$ cat config.mk
export PLATFORM = sky130hd
export DESIGN_NAME = mips_instruction_fetch_flat
export DESIGN_NICKNAME = d
export VERILOG_FILES = /design/src/rtl/mips_instruction_fetch_if.sv /design/src/rtl/mips_instruction_fetch.sv /design/src/flat_wrapper.sv
export SDC_FILE = /design/constraint.sdc
export NUM_CORES = 1
export LEC_CHECK = 0
export CELL_PAD_IN_SITES_DETAIL_PLACEMENT = 1
export CELL_PAD_IN_SITES_GLOBAL_PLACEMENT = 2
export CORE_MARGIN = 2
export CORE_UTILIZATION = 22
export DETAILED_ROUTE_END_ITERATION = 7
export MAX_ROUTING_LAYER = met4
export PLACE_DENSITY_LB_ADDON = 0.1
export SLEW_MARGIN = 25
export SYNTH_ARGS = -nofsm -noshare
export SYNTH_HDL_FRONTEND = slang
export SYNTH_SLANG_ARGS = --single-unit
$ cat constraint.sdc
create_clock -name clk -period 2.1 [get_ports clk]
set_input_delay 0.42 -clock clk [delete_from_list [all_inputs] [get_ports clk]]
set_output_delay 0.42 -clock clk [all_outputs]
set_load 0.02 [all_outputs]
$ cat src/rtl/mips_instruction_fetch_if.sv
// mips_instruction_fetch_if: instruction-side Avalon-MM read bus between fetch stage and memory
interface mips_instruction_fetch_if;
    logic [31:0] address;
    logic        read;
    logic [3:0]  byteenable;
    logic        waitrequest;
    logic [31:0] readdata;
    modport master (output address, read, byteenable, input waitrequest, readdata);
    modport slave (input address, read, byteenable, output waitrequest, readdata);
endinterface

$ cat src/rtl/mips_instruction_fetch.sv
// mips_instruction_fetch: PC-driven instruction fetch with valid/ready hand-off, halt and timeout detection (optional IFETCH_ALIGN_CHECK_EN)
module mips_instruction_fetch #(
    parameter int TIMEOUT = 255,
    parameter int CNT_W = 32
) (
    input  logic                       clk,
    input  logic                       rst,
    input  logic [31:0]                pc,
    output logic                       cnt_en,
    mips_instruction_fetch_if.master   bus,
    output logic [31:0]                instr,
    output logic                       instr_valid,
    input  logic                       instr_ready,
    output logic                       active,
    output logic                       fault,
    output logic [1:0]                 fault_code,
    output logic [CNT_W-1:0]           fetch_count
);
    localparam int WAIT_W = TIMEOUT > 1 ? $clog2(TIMEOUT) : 1;
    localparam logic [WAIT_W-1:0] WAIT_LAST = WAIT_W'(TIMEOUT > 0 ? TIMEOUT - 1 : 0);
    typedef enum logic [1:0] {FETCH, HOLD, HALTED, FAULT} state_t;
    state_t            state, state_nx;
    logic [31:0]       instr_nx;
    logic [WAIT_W-1:0] wait_cnt, wait_nx;
    logic [CNT_W-1:0]  count_nx;
    logic              fault_nx;
    logic [1:0]        code_nx;
    logic              in_fetch, misaligned;
    logic [31:0]       fetch_addr;
`ifdef IFETCH_ALIGN_CHECK_EN
    assign misaligned = pc[1:0] != 2'b00;
    assign fetch_addr = pc;
`else
    assign misaligned = 1'b0;
    assign fetch_addr = {pc[31:2], 2'b00};
`endif
    assign in_fetch        = state == FETCH;
    assign bus.read        = in_fetch && pc != 32'h0 && !misaligned;
    assign bus.address     = in_fetch ? fetch_addr : 32'h0;
    assign bus.byteenable  = bus.read ? 4'hF : 4'h0;
    assign instr_valid     = state == HOLD;
    assign cnt_en          = instr_valid && instr_ready;
    assign active          = in_fetch || instr_valid;
    // next-state and datapath updates; halt beats misalignment, which beats the bus response
    always_comb begin
        state_nx = state;
        instr_nx = instr;
        wait_nx  = '0;
        count_nx = fetch_count;
        fault_nx = fault;
        code_nx  = fault_code;
        case (state)
            FETCH:
                if (pc == 32'h0)
                    state_nx = HALTED;
                else if (misaligned) begin
                    state_nx = FAULT;
                    fault_nx = 1'b1;
                    code_nx  = 2'b10;
                end else if (!bus.waitrequest) begin
                    instr_nx = bus.readdata;
                    state_nx = HOLD;
                end else if (TIMEOUT != 0 && wait_cnt == WAIT_LAST) begin
                    state_nx = FAULT;
                    fault_nx = 1'b1;
                    code_nx  = 2'b01;
                end else
                    wait_nx = wait_cnt + WAIT_W'(1);
            HOLD:
                if (instr_ready) begin
                    count_nx = fetch_count + CNT_W'(1);
                    state_nx = FETCH;
                end
            default: ;
        endcase
    end
    // state and datapath registers; reset abandons any read in flight
    always_ff @(posedge clk or negedge rst) begin
        if (!rst) begin
            state       <= FETCH;
            instr       <= 32'h0;
            wait_cnt    <= '0;
            fetch_count <= '0;
            fault       <= 1'b0;
            fault_code  <= 2'b00;
        end else begin
            state       <= state_nx;
            instr       <= instr_nx;
            wait_cnt    <= wait_nx;
            fetch_count <= count_nx;
            fault       <= fault_nx;
            fault_code  <= code_nx;
        end
    end
endmodule

$ cat src/flat_wrapper.sv
// flat-port wrapper written by rule: the top's interface ports become plain ports
module mips_instruction_fetch_flat 
#(
    parameter int TIMEOUT = 255,
    parameter int CNT_W = 32
)
  (clk, rst, pc, cnt_en, instr, instr_valid, instr_ready, active, fault, fault_code, fetch_count, bus_address, bus_read, bus_byteenable, bus_waitrequest, bus_readdata);
  mips_instruction_fetch_if bus_i ();
  input  logic clk;
  input  logic rst;
  input  logic [31:0] pc;
  output logic cnt_en;
  output logic [31:0] instr;
  output logic instr_valid;
  input  logic instr_ready;
  output logic active;
  output logic fault;
  output logic [1:0] fault_code;
  output logic [CNT_W-1:0] fetch_count;
  output wire logic [$bits(bus_i.address)-1:0] bus_address;
  output wire logic [$bits(bus_i.read)-1:0] bus_read;
  output wire logic [$bits(bus_i.byteenable)-1:0] bus_byteenable;
  input wire logic [$bits(bus_i.waitrequest)-1:0] bus_waitrequest;
  input wire logic [$bits(bus_i.readdata)-1:0] bus_readdata;
  assign bus_address = bus_i.address;
  assign bus_read = bus_i.read;
  assign bus_byteenable = bus_i.byteenable;
  assign bus_i.waitrequest = bus_waitrequest;
  assign bus_i.readdata = bus_readdata;
  mips_instruction_fetch #(.TIMEOUT(TIMEOUT), .CNT_W(CNT_W)) u_core (.clk(clk), .rst(rst), .pc(pc), .cnt_en(cnt_en), .bus(bus_i), .instr(instr), .instr_valid(instr_valid), .instr_ready(instr_ready), .active(active), .fault(fault), .fault_code(fault_code), .fetch_count(fetch_count));
endmodule
==> metrics.txt <==
Comb pwr share 5.7%; Clk pin slew, worst setup/hold paths 0.06 ns; worst-path fanout max 3; hold path startpoint u_core.fetch_count[31]$_DFFE_PN0P_; drt total wl 10690 um; Worst Skew 0.005653 ns; ANT nets after route 0; hold slack 0.4768 ns; num rows 46; Worst Hold Depth 1; flops & latches, synth 75; Startpoint Class flip-flop; Tcrit/Tclk final 96.05%; worst hold path class reg2reg; Final nets 564; Relative slew margins 53.70%; Chip Width 131 um; CORE AREA 15830 um2; Worst Path Arrival 1.60 ns; top cells by area, synth dfrtp_1 53%, mux2_1 10%, xnor2_1 6.7%; Antenna diodes 0; first-pass GRT wire length 16860 um; Synth Instances 305; Area growth syn-to-layout 65.23%; critical path data required time 1.68 ns; R2R Setup Slk 0.33 ns; Initial Utilization 22.42%; top-area cell type share of the netlist area 52.89%; Setup crit end kind primary output; Area after DPL 5627 um2; final setup violation count 0; internal power 0.002341 W; number of synthesized flops with an enable pin 0; top_reg_cell synth dfrtp_1; area leader, netlist dfrtp_1; CTS tree done; share of layout cells above drive strength 1 14.66%; Num Clock Sinks 75; largest net degree at the start of global routing 53; Pwr Density 508.0 nW/um2; post-DR vias/cell 4.265; Longest Clk Path Bufs 2; status completed; number of H-tree levels 3; router iterations before antenna repair 4; residual DRC count 0; worst hold path endpoint u_core.fetch_count[31]$_DFFE_PN0P_; worst reg2reg path endpoint u_core.state[0]$_DFFE_PN0P_; Crit Path Class reg2out; design area 5863 um2; R2R cell count 6; slew at the pin closest to its max-slew limit 0.6904 ns; initial drt markers 105; IO buf count 171; Slew Limit Fails 0; DR WL/cell 14.97 um; GRT Overall Usage 13.20%; DP Wirelength 8102 um; Yosys warnings 0; top cells by instance count after synthesis 75 x dfrtp_1, 32 x and2_1, 32 x mux2_1; die footprint 17160 um2; I/O pins 175; routability cong. 0.7096; Switch Pwr 0.0006380 W; Synth cell types 34; asr flop ratio synth 100.0%; worst r2r src u_core.wait_cnt[0]$_DFF_PN0_; Clock Latency Late Sink 0.33 ns; register share of total power 48.5%; Mapped Area 3548 um2; peak supply drop 0.0003403 V; Period minus WS final 2.017 ns; Clock power frac 45.7%; Sw Share 21.42%; grt total ovfl 0; Mean Syn Cell Area 11.63 um2; Die H 131 um; Lkg Pwr 2.787 nW; maximum clock frequency 495.8 MHz; root buffer cell clkbuf_16; Seq/Total Area, Yosys 52.89%; TNS Setup 0 ns; reported max-cap violation count 0; vias in the first global route 3253; initial antenna violation count 0; Num CTS Buffers 9; most numerous cell in the Yosys netlist dfrtp_1; via count 3045; Hold Vio Cnt, Final 0
worst max path at each step:
stage | startpoint | to | slack (ns) | cells after the start
CTS | pc[5] | bus_byteenable[3] | 0.0005 | 6
floorplan | pc[16] | bus_byteenable[0] | 0.03 | 5
global placement | pc[9] | bus_byteenable[0] | -0.67 | 6
finish | u_core.state[1]$_DFFE_PN0P_ | active | 0.08 | 3
global route | pc[23] | bus_byteenable[0] | -0.01 | 6
detailed placement | pc[24] | bus_byteenable[3] | -0.71 | 6
power by group through the flow:
stage                     logic [W]  registers [W]  clock network [W]
final                      0.000171        0.00145            0.00136
after global routing       0.000190        0.00144            0.00149
after CTS                  0.000176        0.00145            0.00142
after detailed placement   0.000188        0.00147                  0
after global placement     0.000186        0.00147                  0
after floorplan           0.0000159        0.00147                  0
layer usage:
layer / up-vias / GRT usage (%) / routed length (um)
li1: 1425 / - / -
met1: 1474 / 16.81 / 4880
met2: 134 / 19.84 / 4760
met3: 12 / 3.217 / 844
met4: 0 / 6.008 / 204
met5: - / - / 0
cell usage in the layout (no fill, tap or decap), types with 14 or more instances in the layout:
cell type        instances
and2_1                  32
buf_4                   17
clkbuf_2                14
clkdlybuf4s15_1         15
clkdlybuf4s50_1        101
dfrtp_1                 75
dlygate4sd2_1           31
mux2_1                  32
nand4_1                 16
xnor2_1                 27
cells by family after synthesis:
| family | Yosys count | synth area share [%] |
|---|---|---|
| other | 1 | 0.1057 |
| adders and majority gates | 3 | 1.058 |
| xor gates and xnor gates | 37 | 9.133 |
| AOI/OAI and AO/OA | 8 | 1.763 |
| muxes | 32 | 10.16 |
| buffers and inverters | 27 | 4.055 |
| DFF | 75 | 52.89 |
| and+or+nand+nor | 122 | 20.84 |
per-stage QoR:
step / util (%) / power (W) / instances / setup slack, ns
finish: 37.04 / 0.002979 / 714 / 0.08295
global route: 37.04 / 0.003122 / 714 / -0.01136
CTS: 37.13 / 0.003046 / 714 / 0.0005108
detailed placement: 35.55 / 0.001660 / 695 / -0.7066
global placement: 35.55 / 0.001658 / 695 / -0.6712
floorplan: - / 0.001488 / 307 / 0.03350
registers in the layout, summed over array words and instances, names as in the netlist:
| signal | cells |
|---|---|
| u_core.instr | 32 |
| u_core.state | 2 |
| u_core.fault | 1 |
| u_core.fetch_count | 32 |
| u_core.wait_cnt | 8 |
what timing repair did:
item / 4_1_cts / 5_1_grt
pin swaps: 11 / 11
endpoints found under the setup margin: 68 / 45
hold buffers: 1 / 0
gates resized for setup: 114 / 40
endpoints found under the hold margin: 20 / 0
cloned: 0 / 0
buffers inserted: 2 / 0
area by class of cell:
type,count,area (um2)
fillers,1765,9965
repair buffers,192,1817
clock inverters,3,15.01
multi-input cells,205,1607
well taps,216,270.3
clock buffers,13,240.2
flip-flops and latches,75,1877
inverters,10,37.54
worst max-delay path, stage by stage (launching register included):
cell and delay, ns:
dfrtp_1 0.38, buf_4 0.14, inv_1 0.11, clkdlybuf4s50_1 0.64
Note: power is estimated with default switching activity, not from simulation.
